==> config.mk <==
export PLATFORM = sky130hd
export DESIGN_NAME = opamp_pwm_stim
export DESIGN_NICKNAME = d
export VERILOG_FILES = /design/src/rtl/opamp_stim_pkg.sv /design/src/rtl/opamp_stim_sync.sv /design/src/rtl/opamp_pwm_stim.sv
export SDC_FILE = /design/constraint.sdc
export NUM_CORES = 1
export LEC_CHECK = 0
export CAP_MARGIN = 5
export CORE_ASPECT_RATIO = 0.6
export CORE_MARGIN = 5
export CORE_UTILIZATION = 30
export CTS_CLUSTER_SIZE = 30
export DETAILED_ROUTE_END_ITERATION = 12
export GPL_TIMING_DRIVEN = 0
export HOLD_SLACK_MARGIN = 0.08
export PLACE_DENSITY = 0.59
export SLEW_MARGIN = 25
export SYNTH_ARGS = -nofsm -noshare
export SYNTH_HDL_FRONTEND = slang
export SYNTH_SLANG_ARGS = --single-unit
==> constraint.sdc <==
create_clock -name clk -period 4.1 [get_ports clk]
set_input_delay 0.82 -clock clk [delete_from_list [all_inputs] [get_ports clk]]
set_output_delay 0.82 -clock clk [all_outputs]
set_load 0.05 [all_outputs]
==> src/rtl/opamp_stim_pkg.sv <==
// Shared types and constants for the opamp PWM stimulus generator.
package opamp_stim_pkg;

   localparam int unsigned CODE_W = 8;
   localparam int unsigned CNT_W  = 8;

   localparam logic [CODE_W-1:0] CODE_MAX = '1;
   localparam logic [CNT_W-1:0]  CNT_MAX  = '1;

   typedef enum logic [1:0] {
      MODE_STATIC = 2'b00,
      MODE_RAMP   = 2'b01,
      MODE_TRI    = 2'b10,
      MODE_OFF    = 2'b11
   } mode_e;

   typedef enum logic {
      DIR_UP   = 1'b0,
      DIR_DOWN = 1'b1
   } dir_e;

   // Code plus triangle direction after one period-boundary step
   typedef struct packed {
      dir_e              dir;
      logic [CODE_W-1:0] code;
   } step_t;

   // Per-boundary code update for the active mode; triangle bounces at 0 and max
   function automatic step_t mode_step(mode_e mode, logic [CODE_W-1:0] code, dir_e dir);
      step_t s;
      s.code = code;
      s.dir  = dir;
      case (mode)
         MODE_RAMP: s.code = code + CODE_W'(1);
         MODE_TRI: begin
            if (dir == DIR_UP) begin
               if (code == CODE_MAX) begin
                  s.code = code - CODE_W'(1);
                  s.dir  = DIR_DOWN;
               end else begin
                  s.code = code + CODE_W'(1);
               end
            end else begin
               if (code == '0) begin
                  s.code = CODE_W'(1);
                  s.dir  = DIR_UP;
               end else begin
                  s.code = code - CODE_W'(1);
               end
            end
         end
         default: ;
      endcase
      return s;
   endfunction

endpackage

==> src/rtl/opamp_stim_sync.sv <==
// Two-flop synchronizer for the asynchronous load pad, with rising-edge detect.
module opamp_stim_sync (
   input  logic clk,
   input  logic rst_n,
   input  logic async_i,
   output logic rise_c
);

   logic sync1_q;
   logic sync2_q;
   logic prev_q;

   // Metastability chain plus one delayed copy for edge detection
   always_ff @(posedge clk or negedge rst_n) begin
      if (!rst_n) begin
         sync1_q <= 1'b0;
         sync2_q <= 1'b0;
         prev_q  <= 1'b0;
      end else begin
         sync1_q <= async_i;
         sync2_q <= sync1_q;
         prev_q  <= sync2_q;
      end
   end

   // Decoded purely from flops, so it is glitch-free within the cycle
   assign rise_c = sync2_q & ~prev_q;

endmodule

==> src/rtl/opamp_pwm_stim.sv <==
// Opamp stimulus generator: 256-cycle PWM (or first-order sigma-delta when
// OPAMP_STIM_SDM_EN is defined) with static/ramp/triangle/off code sequencing.
// Loads are shadowed and committed only at the period boundary.
module opamp_pwm_stim (
   input  logic       clk,
   input  logic       rst_n,
   input  logic       ena,
   input  logic [7:0] code_in,
   input  logic [1:0] mode_in,
   input  logic       ld,
   output logic       pwm_out,
   output logic       period_stb,
   output logic [7:0] cur_code,
   output logic       pending
);

   import opamp_stim_pkg::*;

   logic              ld_rise;
   logic              boundary;
   logic              pwm_bit;
   step_t             step;

   logic [CNT_W-1:0]  cnt_q,         cnt_d;
   logic [CODE_W-1:0] cur_code_q,    cur_code_d;
   mode_e             mode_q,        mode_d;
   dir_e              dir_q,         dir_d;
   logic [CODE_W-1:0] shadow_code_q, shadow_code_d;
   mode_e             shadow_mode_q, shadow_mode_d;
   logic              pending_q,     pending_d;
   logic              pwm_q,         pwm_d;

   opamp_stim_sync u_sync (
      .clk     (clk),
      .rst_n   (rst_n),
      .async_i (ld),
      .rise_c  (ld_rise)
   );

   assign boundary = ena & (cnt_q == CNT_MAX);

`ifdef OPAMP_STIM_SDM_EN
   logic [CODE_W-1:0] acc_q, acc_d;
   logic [CODE_W:0]   sdm_sum;

   assign sdm_sum = {1'b0, acc_q} + {1'b0, cur_code_q};
   assign acc_d   = ena ? sdm_sum[CODE_W-1:0] : acc_q;
   assign pwm_bit = sdm_sum[CODE_W];

   // Sigma-delta accumulator; free-running across period boundaries
   always_ff @(posedge clk or negedge rst_n) begin
      if (!rst_n) begin
         acc_q <= '0;
      end else begin
         acc_q <= acc_d;
      end
   end
`else
   assign pwm_bit = (cnt_q < cur_code_q);
`endif

   // Next-state: shadow capture, period counter, boundary commit/step, output bit
   always_comb begin
      cnt_d         = cnt_q;
      cur_code_d    = cur_code_q;
      mode_d        = mode_q;
      dir_d         = dir_q;
      shadow_code_d = shadow_code_q;
      shadow_mode_d = shadow_mode_q;
      pending_d     = pending_q;
      step          = mode_step(mode_q, cur_code_q, dir_q);

      if (ld_rise) begin
         shadow_code_d = code_in;
         shadow_mode_d = mode_e'(mode_in);
         pending_d     = 1'b1;
      end

      if (ena) begin
         cnt_d = cnt_q + CNT_W'(1);
      end

      // A load detected on the boundary cycle itself is taken through the _d path
      if (boundary) begin
         if (pending_d) begin
            cur_code_d = shadow_code_d;
            mode_d     = shadow_mode_d;
            dir_d      = DIR_UP;
            pending_d  = 1'b0;
         end else begin
            cur_code_d = step.code;
            dir_d      = step.dir;
         end
      end

      pwm_d = ena & (mode_q != MODE_OFF) & pwm_bit;
   end

   // State registers
   always_ff @(posedge clk or negedge rst_n) begin
      if (!rst_n) begin
         cnt_q         <= '0;
         cur_code_q    <= '0;
         mode_q        <= MODE_STATIC;
         dir_q         <= DIR_UP;
         shadow_code_q <= '0;
         shadow_mode_q <= MODE_STATIC;
         pending_q     <= 1'b0;
         pwm_q         <= 1'b0;
      end else begin
         cnt_q         <= cnt_d;
         cur_code_q    <= cur_code_d;
         mode_q        <= mode_d;
         dir_q         <= dir_d;
         shadow_code_q <= shadow_code_d;
         shadow_mode_q <= shadow_mode_d;
         pending_q     <= pending_d;
         pwm_q         <= pwm_d;
      end
   end

   assign pwm_out    = pwm_q;
   assign period_stb = boundary;
   assign cur_code   = cur_code_q;
   assign pending    = pending_q;

endmodule

# Word level (Yosys, flattened, before mapping)
# Cells that the tools add are included.
word_totals:
  ff_bits: 34
  word_cells: 44
  inputBits: 14
  output_inout_bits: 11
classes:
  eq_ne: 5
  magnitude_cmp: 1
  n_bitwise: 5
  mux: 13
  n_addsub: 3
  reduce_logical: 6
ops:
  columns: ["cell", "count"]
  rows:
  - ["$mux 8", 4]
  - ["$add 8x1->8 const B", 2]
  - ["$eq 8x8->1 const B", 2]
  - ["$pmux 8 s2", 1]
  - ["$mux 9", 1]
  - ["$logic_not 8->1", 1]
  - ["$lt 8x8->1", 1]
  - ["$sub 8x1->8 const B", 1]
  - ["$mux 1", 6]
  - ["$reduce_and 2->1", 3]
  - ["$and 1x1->1", 4]
  - ["$reduce_bool 3->1", 1]
  - ["$eq 2x1->1 const B", 1]
  - ["$eq 2x2->1 const B", 1]
  - ["$mux 2", 1]
  - ["$ne 2x2->1 const B", 1]
  - ["$reduce_bool 2->1", 1]
  - ["$not 1->1", 1]

# Logic depth before layout (Yosys ltp)
# Gate-level depths: netlist (run 1).
depth:
  depth_word: 5
  mapped_depth: 7
  ltp_nobuf: 7

# Modules after synthesis
# A second synthesis (run 1) with hierarchy kept.
unflattened:
  cells_unflattened: 195
  area_unflattened_um2: 2108.3
modules_own_cells:
  columns: ["mod", "instances", "area_each_um2", "seq_area_each_um2", "cells_each"]
  rows:
  - ["opamp_pwm_stim", 1, 2019.4, 775.7, 191]
  - ["opamp_stim_sync", 1, 88.8, 75.1, 4]

# Worst setup path after synthesis (run 1)
# No wires, ideal clock.
synth_path:
  kind: "input to register"
  from: "input ena"
  to: "register cur_code_q[5] (netlist: cur_code[5])"
  arrival_time_ns: 2.305
  path_stages: 6
  n_path_buf: 1
  setup_ns: 0.122
  required_time_ns: 3.978
  setup_slack_ns: 1.673
  path_cell_list: "buf_2 nand4_1 nor2_4 o21ai_1 or3_1 o2111a_1"
synth_between:
  elab_chain_cells: 2
synth_rtl:
  columns: ["item", "line_no", "source"]
  rows:
  - ["from (decl)", "opamp_pwm_stim.sv:7", "input logic ena,"]
  - ["$and 1x1->1", "opamp_pwm_stim.sv:40", "assign boundary = ena & (cnt_q == CNT_MAX);"]
  - ["net period_stb", "opamp_pwm_stim.sv:12", "output logic period_stb,"]
  - ["$reduce_and 2->1 (no source line)", null, null]
  - ["to (signal assigned)", "opamp_pwm_stim.sv:112", "cur_code_q <= cur_code_d;"]
  - ["to (decl)", "opamp_pwm_stim.sv:25", "logic [CODE_W-1:0] cur_code_q, cur_code_d;"]
# The timed path passes the listed nets, and every way through them passes these cells.
# A chain may end at the register's enable or synchronous reset.

# Worst setup path after layout (run 1)
layout_path:
  from: "input ena"
  to: "output period_stb"
layout_between:
  elab_chain_cells: 1
layout_rtl:
  columns: ["item", "line_no"]
  rows:
  - ["$and 1x1->1", "opamp_pwm_stim.sv:40"]
  - ["to (decl)", "opamp_pwm_stim.sv:12"]
# No other way between the ends.

==> qor.txt, run 1 <==
Die X-Extent: 115 µm
Seq cells post-synth: 34
Post-cts resize count: 0
Cell row count: 23
RSZ-0062 raised after global routing: no
Initial antenna violation count: 0
DRT Wirelength: 4.98 mm
Pin count of the biggest net entering global routing: 22
Initial drt markers: 92
DP Cell Count: 305
Pleak: 1.01 nW
Die Y: 73.0 µm
Critical path peak fanout: 10
Fin crit period: 3.25 ns
Post-synth design cell area: 1990 µm²
Worst Tran Pin Value: 0.615 ns
Final period utilization: 79.2%
Synth unique cells: 55
GR Util All Layers: 13.1%
Clock root buffer: clkbuf_8
Post-DP HPWL: 3.91 mm
Yosys warnings: 0
First-pass GRT wire length: 8.45 mm
Critical path's largest stage delay: 0.87 ns
Worst hold slack: 0.353 ns
Rel. slew slack: 58.9%
Antenna Nets Post-Route: 0
Mapped Cells: 194
Cell Chain, Critical Path: buf_2 > nand4_1 > nor2_4 > clkdlybuf4s50_1
Worst EP arrival: 2.43 ns
Share of layout cells above drive strength 1: 16.8%
Syn Area/Cell: 10.2 µm²
Initial Utilization: 30.3%
Routed len/inst: 15.9 µm
Buffers & Inverters on Critical Path: 2
H-tree depth: 2
Slowest CP cell: clkdlybuf4s50_1
Hold Vio Cnt, Final: 0
Max clock buf depth: 2
CTS tree: done
Gr ovfl total: 0
Number of setup violations in the final report: 0
DIE AREA: 8400 µm²
Crit Path Category: in -> out
Status: completed
Required @ worst endpoint: 3.28 ns
Max Cap Violations: 0
Core area: 6560 µm²
Drt drc: 0
DRT Pass-1 Iters: 4
Sequential area share after synthesis: 42.8%
Clock skew: 0.00551 ns
PortBufs: 23
Routability-driven placement congestion ratio: 0.865
Setup crit end kind: output port
Via count of the first global-routing pass: 1,610
Num CTS Buffers: 5
Syn nets: 219
Via count: 1,576
Largest delay share family, worst path: buffers and inverters
Hold/Removal Path Class: reg -> reg
Pwr dens: 381 nW/µm²
Post-synth top flop: dfrtp_1
Clk sinks: 34
Post-CTS Hold Buffers: 0
Max IR drop VDD: 236 µV
Setup Fix Bufs, Post-CTS: 0
Post-synth ARST share: 100%
Post-route setup TNS: 0 ns
Drt via density: 5.04
Final cell count without fillers: 313
Post-synth EDFFs: 0
FMAX: 308 MHz
Clock slew at reported path FFs: 0.07 ns
P&R area growth vs syn: 23.7%
Antenna Cells: 0
Skew-Pair Late Insertion Delay: 0.29 ns
Critical path launch point type: input pin
Max Slew Vio Count: 0
Nets: 250
I/O Pins: 25
-- kinds of logic (layout without fill, tap and decap cells) --
family          count (synthesis)  after routing  synth area share, %
fa+ha+maj                      11             11                 6.93
simple gates                   69             69                 19.2
xor+xnor                       10             10                 4.41
buf+inv                        17             49                 3.53
mux                            13             13                 7.37
compound gates                 40             40                 15.8
flops                          34             34                 42.8
-- power breakdown --
part	internal, mW	leakage, nW	switching, mW
combinational	0.0977	0.543	0.0895
clock	0.179	0.0579	0.128
sequential	0.389	0.412	0.0539
-- through the flow --
| stage | setup slack (ns) | util, % | instance area [µm²] | total power, mW |
|---|---|---|---|---|
| final | 0.851 | 37.4 | 2460 | 0.936 |
| after global routing | 0.715 | 37.4 | 2460 | 1.00 |
| after CTS | 0.838 | 37.4 | 2460 | 0.949 |
| after detailed placement | 0.843 | 35.8 | 2350 | 0.639 |
| after global placement | 0.833 | 35.4 | 2320 | 0.625 |
| after floorplan | 1.67 | - | 1990 | 0.567 |
-- worst reg2reg max path, delay by kind of cell, from the launching register on --
kind,cells,cell delay (ns)
simple gates,3,0.79
flops,1,0.47
compound gates,2,0.47
fa+ha+maj,1,0.30
-- final cells by class --
type,count,area (µm²)
buffer,7,32.5
clock buffer,5,68.8
clock inverter,3,40.0
fill,676,4110
inverter,10,37.5
multi-input combinational,143,1060
sequential,34,851
tap,87,109
timing repair buffer,24,253
-- placed cells by master, fill, tap and decap left out, types with 3 or more instances in the layout --
cell type / n
dfrtp_1: 34
clkdlybuf4s50_1: 22
nor2_1: 15
nand2_1: 13
mux2_2: 11
ha_1: 11
inv_1: 10
nand3_1: 10
xnor2_1: 6
buf_2: 5
clkbuf_8: 5
a21oi_1: 4
o21ai_1: 4
nand4_1: 4
xor2_1: 4
nor3_1: 4
o21ai_0: 4
a221oi_1: 3
a311oi_1: 3
-- cells in the mapped netlist (2+ instances only) --
master | count | share of area, %
a311oi_1 | 3 | 1.3
o211ai_1 | 2 | 0.76
nand3b_1 | 2 | 0.76
a32o_1 | 2 | 1.0
nor2_1 | 15 | 2.8
nor2b_1 | 2 | 0.63
xnor2_1 | 6 | 2.6
and3_1 | 2 | 0.63
o21ai_1 | 4 | 1.0
ha_1 | 11 | 6.9
nand2_1 | 13 | 2.5
xor2_1 | 4 | 1.8
a221oi_1 | 3 | 1.3
mux2_1 | 2 | 1.1
dfrtp_1 | 34 | 43
nand3_1 | 10 | 2.5
o22ai_1 | 2 | 0.63
inv_1 | 10 | 1.9
nand4_1 | 4 | 1.3
buf_2 | 4 | 1.0
nor3_1 | 4 | 1.0
mux2_2 | 11 | 6.2
nand2b_1 | 2 | 0.63
or3_1 | 2 | 0.63
nor3b_1 | 2 | 0.76
a21oi_1 | 4 | 1.0
clkbuf_1 | 2 | 0.38
o21ai_2 | 2 | 0.88
o21ai_0 | 4 | 1.0
-- per-layer routing --
| metal | vias to the layer above | wire length [µm] | global-route usage, % |
|---|---|---|---|
| li1 | 781 | - | - |
| met1 | 752 | 2920 | 21.1 |
| met2 | 38 | 1700 | 16.2 |
| met3 | 5 | 326 | 4.39 |
| met4 | 0 | 38 | 2.73 |
| met5 | - | 0 | 0 |
-- worst paths after layout --
path | to | cells after the start | startpoint | slack (ns)
min reg2reg | u_sync.sync2_q | 0 | u_sync.sync1_q | 0.35
max in group asynchronous | cur_code[4] | 2 | rst_n | 3.24
min | u_sync.sync2_q | 0 | u_sync.sync1_q | 0.35
min in group asynchronous | shadow_code_q[0] | 1 | rst_n | 0.44
max reg2reg | cur_code[5] | 6 | cur_code[0] | 1.97
max | period_stb | 4 | ena | 0.85
-- sequential cells by signal, indices dropped and copies added, names as in the netlist, 2 cells and up --
name and count:
cnt_q 8, mode_q 2, shadow_mode_q 2, shadow_code_q 8
cur_code 8
Note: power is estimated with default switching activity, not from simulation.
==> run 2: changes to the inputs <==
Clock period 4.1 ns to 2.99 ns, I/O delays scaled along.
==> qor.txt, run 2 (synthesis gave the netlist of run 1 again) <==
R2R Setup Slk: 0.86 ns (-1.11 ns)
Top Usage Layer GRT: met1
Drt via density: 5.04 (unchanged)
Via count: 1,576 (unchanged)
Required @ worst endpoint: 2.39 ns (-0.89 ns)
DIE AREA: 8400 µm² (unchanged)
Antenna Cells: 0 (unchanged)
P&R area growth vs syn: 23.8%
I/O Pins: 25 (unchanged)
Pleak: 1.03 nW (+1.9%)
Core area: 6560 µm² (unchanged)
CTS tree: done
Via count of the first global-routing pass: 1,610 (unchanged)
Hold/Removal Path Class: in -> async
Post-DP HPWL: 3.91 mm (unchanged)
Hold Vio Cnt, Final: 0 (unchanged)
Rel. slew slack: 58.9% (unchanged)
Nets: 250 (unchanged)
Pwr dens: 522 nW/µm² (+37%)
Critical path's largest stage delay: 0.47 ns (-0.40 ns)
Register area: 851 µm² (unchanged)
DRT Wirelength: 4.98 mm (unchanged)
Antenna Nets Post-Route: 0 (unchanged)
Initial drt markers: 92 (unchanged)
Fin crit period: 2.55 ns
Max clock buf depth: 2 (unchanged)
Num CTS Buffers: 5 (unchanged)
PortBufs: 23 (unchanged)
Largest delay share family, worst path: simple AND/OR/NAND/NOR gates
Drt drc: 0 (unchanged)
Commonest non-fill, non-tap cell in the layout: dfrtp_1
Routability-driven placement congestion ratio: 0.865 (unchanged)
First-pass GRT wire length: 8.45 mm (unchanged)
Worst Tran Pin Value: 0.615 ns (unchanged)
DRT Pass-1 Iters: 4 (unchanged)
Cell row count: 23 (unchanged)
Worst EP arrival: 1.95 ns (-0.48 ns)
RR Startpoint: cur_code[0]
Pin count of the biggest net entering global routing: 22 (unchanged)
Cell Chain, Critical Path: ha_1 > nand4_1 > nor2_4 > dlymetal6s2s_1
Initial antenna violation count: 0 (unchanged)
Max Slew Vio Count: 0 (unchanged)
GR Layer Usage met2: 16.2% (unchanged)
Die X-Extent: 115 µm (unchanged)
Gr ovfl total: 0 (unchanged)
GR Util All Layers: 13.1% (unchanged)
Max IR drop VDD: 324 µV (+37%)
Status: completed
Clk sinks: 34 (unchanged)
Worst r2r dst: cur_code[5]
Area of the multi-input gates: 1060 µm² (unchanged)
H-tree depth: 2 (unchanged)
Final period utilization: 85.2%
Clock root buffer: clkbuf_8
GRT met3 Usage: 4.39% (unchanged)
Share of layout cells above drive strength 1: 16.8% (unchanged)
Slowest CP cell: dlymetal6s2s_1
Met1 Use GR: 21.1% (unchanged)
Die Y: 73.0 µm (unchanged)
Cell depth of the worst flop-to-flop path: 6 (unchanged)
Clock skew: 0.00543 ns (-0.0000801 ns)
FMAX: 392 MHz
Initial Utilization: 30.3% (unchanged)
Number of setup violations in the final report: 0 (unchanged)
Clock slew at reported path FFs: 0.07 ns (about the same)
Crit Path Category: reg -> out
Buffers & Inverters on Critical Path: 1 (-1)
Routed len/inst: 15.9 µm (unchanged)
Max Cap Violations: 0 (unchanged)
RSZ-0062 raised after global routing: no
Fin util: 37.5% (+0.038 points)
Post-route setup TNS: 0 ns (unchanged)
Critical path peak fanout: 10 (unchanged)
Skew-Pair Late Insertion Delay: 0.29 ns (about the same)
Most frequent cells in the layout: dfrtp_1 (34), clkdlybuf4s50_1 (21), nor2_1 (15), nand2_1 (13)
Critical path launch point type: flop
Setup crit end kind: output port
Final-layout fill cell count: 676 (unchanged)
run 2: cell count changes in the layout (fill, tap and decap cells not counted):
cell,delta
dlymetal6s2s_1,+1
clkdlybuf4s50_1,-1
run 2: what timing repair did:
item                                    CTS  global route
gates resized for setup                   0             1
setup buffers                             0             0
hold buffers                              0             0
endpoints found under the setup margin    0             1
run 2: how the worst max path moves through the flow:
stage	cells past startpoint	startpoint	endpoint
3_3_place_gp	4	ena	period_stb
2_1_floorplan	6	ena	cur_code[5]
3_5_place_dp	4	ena	period_stb
4_1_cts	4	cnt_q[0]	period_stb
5_1_grt	4	cnt_q[0]	period_stb
6_report	4	cnt_q[0]	period_stb
run 2: worst reg2reg max path: cells and delay by family, from the launching register on:
| family | cells | cell delay (ns) |
|---|---|---|
| and+or+nand+nor | 3 | 0.79 |
| adders and majority gates | 1 | 0.30 |
| DFF | 1 | 0.47 |
| AOI/OAI and AO/OA | 2 | 0.47 |
run 2: metal layers:
layer	part of all wire [%]	wire [µm]	up-vias
met1	59	2920	752
li1	-	-	781
met3	6.5	324	5
met2	34	1700	38
met5	0	0	-
met4	0.76	38	0
run 2: per-stage QoR:
| step | setup WS, ns | total power, mW | area, µm² | std cells | hold slack [ns] |
|---|---|---|---|---|---|
| 2_1_floorplan | 0.785 | 0.777 | 1990 | 194 | 0.302 |
| 3_3_place_gp | 0.167 | 0.856 | 2320 | 304 | 0.334 |
| 3_5_place_dp | 0.177 | 0.876 | 2350 | 305 | 0.337 |
| 4_1_cts | 0.0208 | 1.30 | 2460 | 313 | 0.219 |
| 5_1_grt | 0.263 | 1.37 | 2460 | 313 | 0.234 |
| 6_report | 0.441 | 1.28 | 2460 | 313 | 0.215 |
run 2: report_power, final:
part	switching [mW]	internal [mW]
logic	0.123	0.134
clock network	0.175	0.245
registers	0.0740	0.533
run 2: cell type report:
type,instances,share of cell area [%]
Timing Repair Buffer,24,10.4
Inverter,10,1.53
Sequential cell,34,34.6
Clock buffer,5,2.80
Clock inverter,3,1.63
Buffer,7,1.32
Multi-Input combinational cell,143,43.3
Tap cell,87,4.43
==> run 3: changes to the inputs <==
Settings changed: SKIP_LAST_GASP from default to 1.
==> results of run 3 <==
No change in the layout: final DEF, timing and power equal those of run 2.
